<file path="src/rtl/result_bcd_converter_pkg.sv">
// Shared constants for the result-to-BCD converter: default widths, blank code, FSM encodings.
// Optional build macro: LEADING_ZERO_BLANK_EN (see result_bcd_converter.sv).
package result_bcd_converter_pkg;

    localparam int         DEF_BITS   = 21;
    localparam int         DEF_DIGITS = 6;
    localparam logic [3:0] BCD_BLANK  = 4'hF;

    localparam logic [1:0] ST_IDLE  = 2'd0;
    localparam logic [1:0] ST_SHIFT = 2'd1;
    localparam logic [1:0] ST_DONE  = 2'd2;

endpackage

</file>
<file path="src/rtl/result_bcd_converter_bcd_add3.sv">
// Double-dabble digit correction: a BCD digit of 5 or more gets 3 added before the shift.
module bcd_add3 (
    input  logic [3:0] i_digit,
    output logic [3:0] o_digit
);

    assign o_digit = (i_digit >= 4'd5) ? (i_digit + 4'd3) : i_digit;

endmodule

</file>
<file path="src/rtl/result_bcd_converter.sv">
// Sequential double-dabble converter: signed ALU result -> sign + BCD digits with err flag.
// Optional macro LEADING_ZERO_BLANK_EN blanks zero digits above the most significant non-zero one.
//
// state    | meaning
// ST_IDLE  | waiting for convertstrobe; outputs hold last result
// ST_SHIFT | add-3 and shift one magnitude bit per cycle; final cycle registers outputs
// ST_DONE  | outputs valid, done pulse; back to idle next cycle
module result_bcd_converter
    import result_bcd_converter_pkg::*;
#(
    parameter int BITS   = DEF_BITS,
    parameter int DIGITS = DEF_DIGITS
) (
    input  logic                  clock,
    input  logic                  reset_n,
    input  logic [BITS-1:0]       result,
    input  logic                  ovf,
    input  logic                  convertstrobe,
    output logic                  busy,
    output logic                  done,
    output logic                  sign,
    output logic [4*DIGITS-1:0]   bcd,
    output logic                  err
);

    // One spare digit above the display width: a non-zero top digit means the value is too large.
    localparam int SW = 4*DIGITS + 4;
    localparam int CW = $clog2(BITS + 1);

    logic [1:0]          r_state;
    logic [CW-1:0]       r_cnt;
    logic [SW-1:0]       r_scratch;
    logic [BITS-1:0]     r_mag;
    logic                r_sign_cap;
    logic                r_ovf_cap;
    logic                r_sign;
    logic                r_err;
    logic [4*DIGITS-1:0] r_bcd;

    logic [BITS-1:0]     w_mag;
    logic [SW-1:0]       w_adj;
    logic                w_err;
    logic [4*DIGITS-1:0] w_bcd_out;
    logic                w_unused_adj_msb;

    assign w_mag = result[BITS-1] ? (~result + 1'b1) : result;
    assign w_err = r_ovf_cap | (r_scratch[SW-1 -: 4] != 4'd0);
    assign w_unused_adj_msb = w_adj[SW-1];

    for (genvar g = 0; g < DIGITS + 1; g++) begin : g_add3
        bcd_add3 u_add3 (
            .i_digit (r_scratch[4*g +: 4]),
            .o_digit (w_adj[4*g +: 4])
        );
    end

`ifdef LEADING_ZERO_BLANK_EN
    logic w_lead;

    always_comb begin
        w_bcd_out = r_scratch[4*DIGITS-1:0];
        w_lead    = 1'b1;
        for (int d = DIGITS - 1; d >= 1; d--) begin
            if (w_lead && (w_bcd_out[4*d +: 4] == 4'd0)) begin
                w_bcd_out[4*d +: 4] = BCD_BLANK;
            end else begin
                w_lead = 1'b0;
            end
        end
    end
`else
    always_comb begin
        w_bcd_out = r_scratch[4*DIGITS-1:0];
    end
`endif

    always_ff @(posedge clock or negedge reset_n) begin
        if (!reset_n) begin
            r_state    <= ST_IDLE;
            r_cnt      <= '0;
            r_scratch  <= '0;
            r_mag      <= '0;
            r_sign_cap <= 1'b0;
            r_ovf_cap  <= 1'b0;
            r_sign     <= 1'b0;
            r_err      <= 1'b0;
            r_bcd      <= '0;
        end else begin
            case (r_state)
                ST_IDLE: begin
                    if (convertstrobe) begin
                        r_sign_cap <= result[BITS-1];
                        r_mag      <= w_mag;
                        r_ovf_cap  <= ovf;
                        r_scratch  <= '0;
                        r_cnt      <= CW'(BITS);
                        r_state    <= ST_SHIFT;
                    end
                end
                ST_SHIFT: begin
                    if (r_cnt == '0) begin
                        r_sign  <= r_sign_cap;
                        r_err   <= w_err;
                        r_bcd   <= w_err ? {DIGITS{BCD_BLANK}} : w_bcd_out;
                        r_state <= ST_DONE;
                    end else begin
                        r_scratch <= {w_adj[SW-2:0], r_mag[BITS-1]};
                        r_mag     <= {r_mag[BITS-2:0], 1'b0};
                        r_cnt     <= r_cnt - 1'b1;
                    end
                end
                ST_DONE: begin
                    r_state <= ST_IDLE;
                end
                default: begin
                    r_state <= ST_IDLE;
                end
            endcase
        end
    end

    assign busy = (r_state != ST_IDLE);
    assign done = (r_state == ST_DONE);
    assign sign = r_sign;
    assign err  = r_err;
    assign bcd  = r_bcd;

endmodule

</file>
<file path="config.mk">
export PLATFORM = sky130hd
export DESIGN_NAME = result_bcd_converter
export DESIGN_NICKNAME = d
export VERILOG_FILES = /design/src/rtl/result_bcd_converter_pkg.sv /design/src/rtl/result_bcd_converter_bcd_add3.sv /design/src/rtl/result_bcd_converter.sv
export SDC_FILE = /design/constraint.sdc
export NUM_CORES = 1
export LEC_CHECK = 0
export BUFFER_PORTS_ARGS = -buffer_cell sky130_fd_sc_hd__buf_2
export CORE_MARGIN = 2
export CORE_UTILIZATION = 58
export DETAILED_ROUTE_END_ITERATION = 8
export PLACE_DENSITY = 0.77
export SKIP_LAST_GASP = 1
export SYNTH_ARGS = -nofsm -noshare
export SYNTH_HDL_FRONTEND = slang
export SYNTH_SLANG_ARGS = --single-unit
</file>
<file path="constraint.sdc">
create_clock -name clock -period 2.6 [get_ports clock]
set_input_delay 0.52 -clock clock [delete_from_list [all_inputs] [get_ports clock]]
set_output_delay 0.52 -clock clock [all_outputs]
set_load 0.01 [all_outputs]
</file>
# [Word level (Yosys, flattened, before mapping)]
# Cells that the tools add are included.
# W data, S select, Z words.
[op_classes] addsub=9 order_cmp=7 eq_ne=5 n_mux=21 n_bitwise=2 n_reduce_logical=9
[ops] cell="$mux W21" count=3
[ops] cell="$mux W28" count=2
[ops] cell="$pmux W28 S2" count=1
[ops] cell="$pmux W21 S2" count=1
[ops] cell="$ge A4 B3 Y1 const B" count=7
[ops] cell="$add A4 B2 Y4 const B" count=6
[ops] cell="$mux W24" count=1
[ops] cell="$mux W4" count=6
[ops] cell="$add A21 B1 Y21 const B" count=1
[ops] cell="$not A21 Y21" count=1
[ops] cell="$mux W5" count=2
[ops] cell="$pmux W5 S2" count=1
[ops] cell="$ne A2 B2 Y1 const B" count=3
[ops] cell="$reduce_and A2 Y1" count=3
[ops] cell="$logic_not A5 Y1" count=1
[ops] cell="$sub A5 B1 Y5 const B" count=1
[ops] cell="$mux W2" count=2
[ops] cell="$pmux W2 S2" count=1
[ops] cell="$reduce_bool A2 Y1" count=2
[ops] cell="$reduce_bool A4 Y1" count=1
[ops] cell="$add A3 B2 Y3 const B" count=1
[ops] cell="$mux W3" count=1
[ops] cell="$reduce_and A3 Y1" count=1
[ops] cell="$eq A2 B1 Y1 const B" count=1
[ops] cell="3 further kinds" count=3
[totals] ff_bits=84 input_bits=25 output_inout_bits=28 word_cells=62

# [Depth between registers and ports, before layout]
[logic_depth] word_depth=5 ltp_mapped=9

# [Cells and area by module]
# From an unflattened synthesis, not the netlist that was laid out.
[hier_totals] cells_unflattened=521 area_unflattened_um2=4777.1
[by_module_without_submodules] module="result_bcd_converter" n_inst=1 cells_per_inst=409 area_each_um2=4067.7
[by_module_without_submodules] module="bcd_add3" n_inst=7 cells_per_inst=16 area_each_um2=101.3

# [Worst setup path after synthesis]
# OpenSTA, ideal clock, no wires.
[synth_timing] kind="input port to flip-flop" startpoint="in result[0]" endpoint="reg r_mag[17]" arrival_ns=2.400 setup_slack_ns=0.127 cell_stages=5 cell_sequence="or4_4 -> or4_4 -> or4_4 -> mux2_4 -> a21oi_2"
[synth_between] elab_chain_cells=5
[synth_rtl] element="start, declared" line_no="result_bcd_converter.sv:16" text="input logic [BITS-1:0] result,"
[synth_rtl] element="$not A21 Y21" line_no="result_bcd_converter.sv:46" text="assign w_mag = result[BITS-1] ? (~result + 1'b1) : result;"
[synth_rtl] element="$add A21 B1 Y21" line_no="result_bcd_converter.sv:46"
[synth_rtl] element="$mux W21" line_no="result_bcd_converter.sv:46"
[synth_rtl] element="$mux W21" line_no="result_bcd_converter.sv:91" text="if (convertstrobe) begin"
[synth_rtl] element="$pmux W21 S2" line_no="result_bcd_converter.sv:89" text="case (r_state)"
[synth_rtl] element="end signal, assigned" line_no="result_bcd_converter.sv:93" text="r_mag <= w_mag;"
[synth_rtl] element="end signal, assigned" line_no="result_bcd_converter.sv:108" text="r_mag <= {r_mag[BITS-2:0], 1'b0};"
[synth_rtl] element="end, declared" line_no="result_bcd_converter.sv:33" text="logic [BITS-1:0] r_mag;"
# No other way between the ends. The select of a mux whose other input is x is not followed.
# A chain may end at the register's enable or synchronous reset.

# [Final worst setup path]
[layout_timing] startpoint="reg r_cnt[0]" endpoint="reg r_mag[12]"
[layout_between] elab_chain_cells=3
[layout_rtl] element="start, declared" line_no="result_bcd_converter.sv:31" text="logic [CW-1:0] r_cnt;"
[layout_rtl] element="start signal, assigned" line_no="result_bcd_converter.sv:96" text="r_cnt <= CW'(BITS);"
[layout_rtl] element="start signal, assigned" line_no="result_bcd_converter.sv:109" text="r_cnt <= r_cnt - 1'b1;"
[layout_rtl] element="$logic_not A5 Y1" line_no="result_bcd_converter.sv:101" text="if (r_cnt == '0) begin"
[layout_rtl] element="$ne A2 B2 Y1 (no source line)"
[layout_rtl] element="$reduce_and A3 Y1 (no source line)"
# No other way between the ends.

==> flow_summary.ini <==
[floorplanning]
die_y_um = 89.7
start_util = 0.593
ios = 53
fp.coreArea_um2 = 7180
fp.dieW_um = 89.7
rows = 31
die_area_um2 = 8040

[timing]
period_share = 0.904
max_freq_mhz = 425
hold_viol = 0
slew_viol_final = 0
slew_headroom = 0.659
skew_ps = 12.9
whs_ps = 138
worst_slack_ps = 249
rsz0062_at_grt = no
fin_crit_ps = 2350
fin_setup_tns_ps = 0
final-setup-viol-count = 0
worst_pin_slew_ps = 511

[clocking]
cts_tree = done
cts_sinks = 84
htree_num_levels = 3
cts_resized = 0
worstSkewPairLatency_ps = 350
clockBufferDepth = 2
cts_inserted_buffers = 9
post-cts-setup-buffers = 0
hold_buffers = 0
path_clk_slew_ps = 80
clock-root-buffer = clkbuf_8

[route]
wl_per_cell_um = 15.7
drt-vias-per-instance = 5.89
ant_nets = 0
drc = 0
drtIter0Drc = 180
via_count = 3386
drt_first_pass_iters = 5
wirelength_um = 9000

[finish]
layout.nets = 513
drive_gt1_frac = 0.200
n_fill_cell = 568
stdcell_count = 575
post-route-util = 0.686
stdcell_area_um2 = 4930
syn2layout_area_growth_pct = 15.7
antenna_cells = 0

[global_route]
grt_usage = 0.244
grt.overflow.total = 0
grt_first_pass_wirelength_um = 15200
antenna_found_initial = 0
grt_max_degree = 46
grt_pass1_vias = 3349

[yosys]
synth_cell_types = 45
yosysTopAreaCell = dfrtp_1
synth_common_cells = dfrtp_1 (84), o21ai_0 (43), nand3_1 (25)
synth_area_leaders = dfrtp_1 (49%), o21ai_0 (5.1%), ha_1 (5.0%)
synth_fp_nets = 457
synth.most_common_cell = dfrtp_1
synth_warnings = 0
ys.flop_type = dfrtp_1
async_reset_ff_frac = 1.00
synth_top_area_frac = 0.494
syn_inst = 415
netlist_area_um2 = 4260
synth_edf_count = 0
yosysSeqAreaShare = 0.494
synth-seq-cells = 84
syn_avg_cell_area_um2 = 10.3

[critical_path]
cp_max_fo = 12
worstSetupPathType = reg -> reg
worstSetupStartpointType = flop
reg2reg_slack_ps = 250
required_ps = 2840
cp.arrival_ps = 2590
cp-end-kind = flop

[hold_path]
holdCritPathClass = in -> async

[place]
portBuffers = 52
place_ws_ps = -37.9
place_area_um2 = 4690
dp_cells = 559
globalplace.congestion = 0.816
hpwl_um = 6260

[flow_run]
cap_violations = 0

[power_and_ir_drop]
ir_drop_mv = 0.479
p_leak_nw = 2.21
cellPowerDensity_nw_per_um2 = 1210
power_mw = 5.95

[status]
status = completed
## cell families (layout without fill, tap and decap cells)
| logic type | Yosys count | in the layout | share of synthesized area |
|---|---|---|---|
| AO/OA/AOI/OAI | 134 | 134 | 0.217 |
| XOR/XNOR | 28 | 28 | 0.0576 |
| adder cells (fa/ha/maj) | 17 | 17 | 0.0500 |
| buffers and inverters | 41 | 102 | 0.0362 |
| flip-flops | 84 | 84 | 0.494 |
| multiplexers | 5 | 5 | 0.0132 |
| AND/OR/NAND/NOR | 106 | 106 | 0.133 |
## power by group
part           internal, mW  leakage, nW  switching [mW]
logic                  1.14         1.05            1.30
registers              1.92         1.04           0.488
clock network         0.640        0.120           0.466
## path summary, 6_finish.rpt
| check | from | end | cells past startpoint |
|---|---|---|---|
| max in group asynchronous | reset_n | r_mag[7]$_DFFE_PN0P_ | 2 |
| worst min-delay path | reset_n | bcd[4]$_DFFE_PN0P_ | 1 |
| min in group clock | ovf | r_ovf_cap$_DFFE_PN0P_ | 3 |
| worst min register to register | r_ovf_cap$_DFFE_PN0P_ | r_ovf_cap$_DFFE_PN0P_ | 2 |
| worst max register to register | r_cnt[0]$_DFFE_PN0P_ | r_mag[12]$_DFFE_PN0P_ | 8 |
| worst max-delay path | r_cnt[0]$_DFFE_PN0P_ | r_mag[12]$_DFFE_PN0P_ | 8 |
## critical path, stage by stage, from the launching register on
cell and delay, ps:
dfrtp_1 410, inv_1 70, ha_1 190, or4b_2 660, and2_1 270, buf_4 220, nand3b_1 100, nand2_1 60
a221o_1 260
## cell type report
| type | count | area, um2 | share of cell area |
|---|---|---|---|
| well taps | 99 | 124 | 0.0251 |
| flip-flops and latches | 84 | 2100 | 0.427 |
| clock buffers | 10 | 128 | 0.0259 |
| inverters | 19 | 71.3 | 0.0145 |
| repair buffers | 67 | 388 | 0.0787 |
| clock inverters | 6 | 113 | 0.0229 |
| multi-input cells | 290 | 2000 | 0.406 |
## sequential cells by signal, indices dropped and copies added (netlist names)
signal	flops
r_cnt	5
r_ovf_cap	1
r_state	2
r_scratch	28
err	1
r_mag	21
sign	1
r_sign_cap	1
bcd	24
## layer usage
metal  vias up  GRT usage  routed length (um)  part of all wire
met2        72      0.403                4440              0.49
met1      1670      0.321                4130              0.46
met5         -          0                   0                 0
met3         9     0.0430                 316             0.035
met4         0     0.0963                 110             0.012
li1       1635          -                   -                 -
## cells in the final DEF (no fill, tap or decap), types with 9 or more instances in the layout
| cell type | n |
|---|---|
| nand2_1 | 20 |
| o21ai_0 | 43 |
| nand2b_1 | 10 |
| xor2_1 | 18 |
| o31ai_1 | 19 |
| a22oi_1 | 10 |
| o22a_1 | 24 |
| ha_1 | 17 |
| dfrtp_1 | 84 |
| nand3_1 | 25 |
| clkbuf_8 | 9 |
| xnor2_1 | 10 |
| inv_1 | 18 |
| nor2_1 | 18 |
| buf_2 | 51 |
| a21oi_1 | 16 |
| buf_4 | 15 |
No activity file was read; power rests on OpenSTA's default activity.
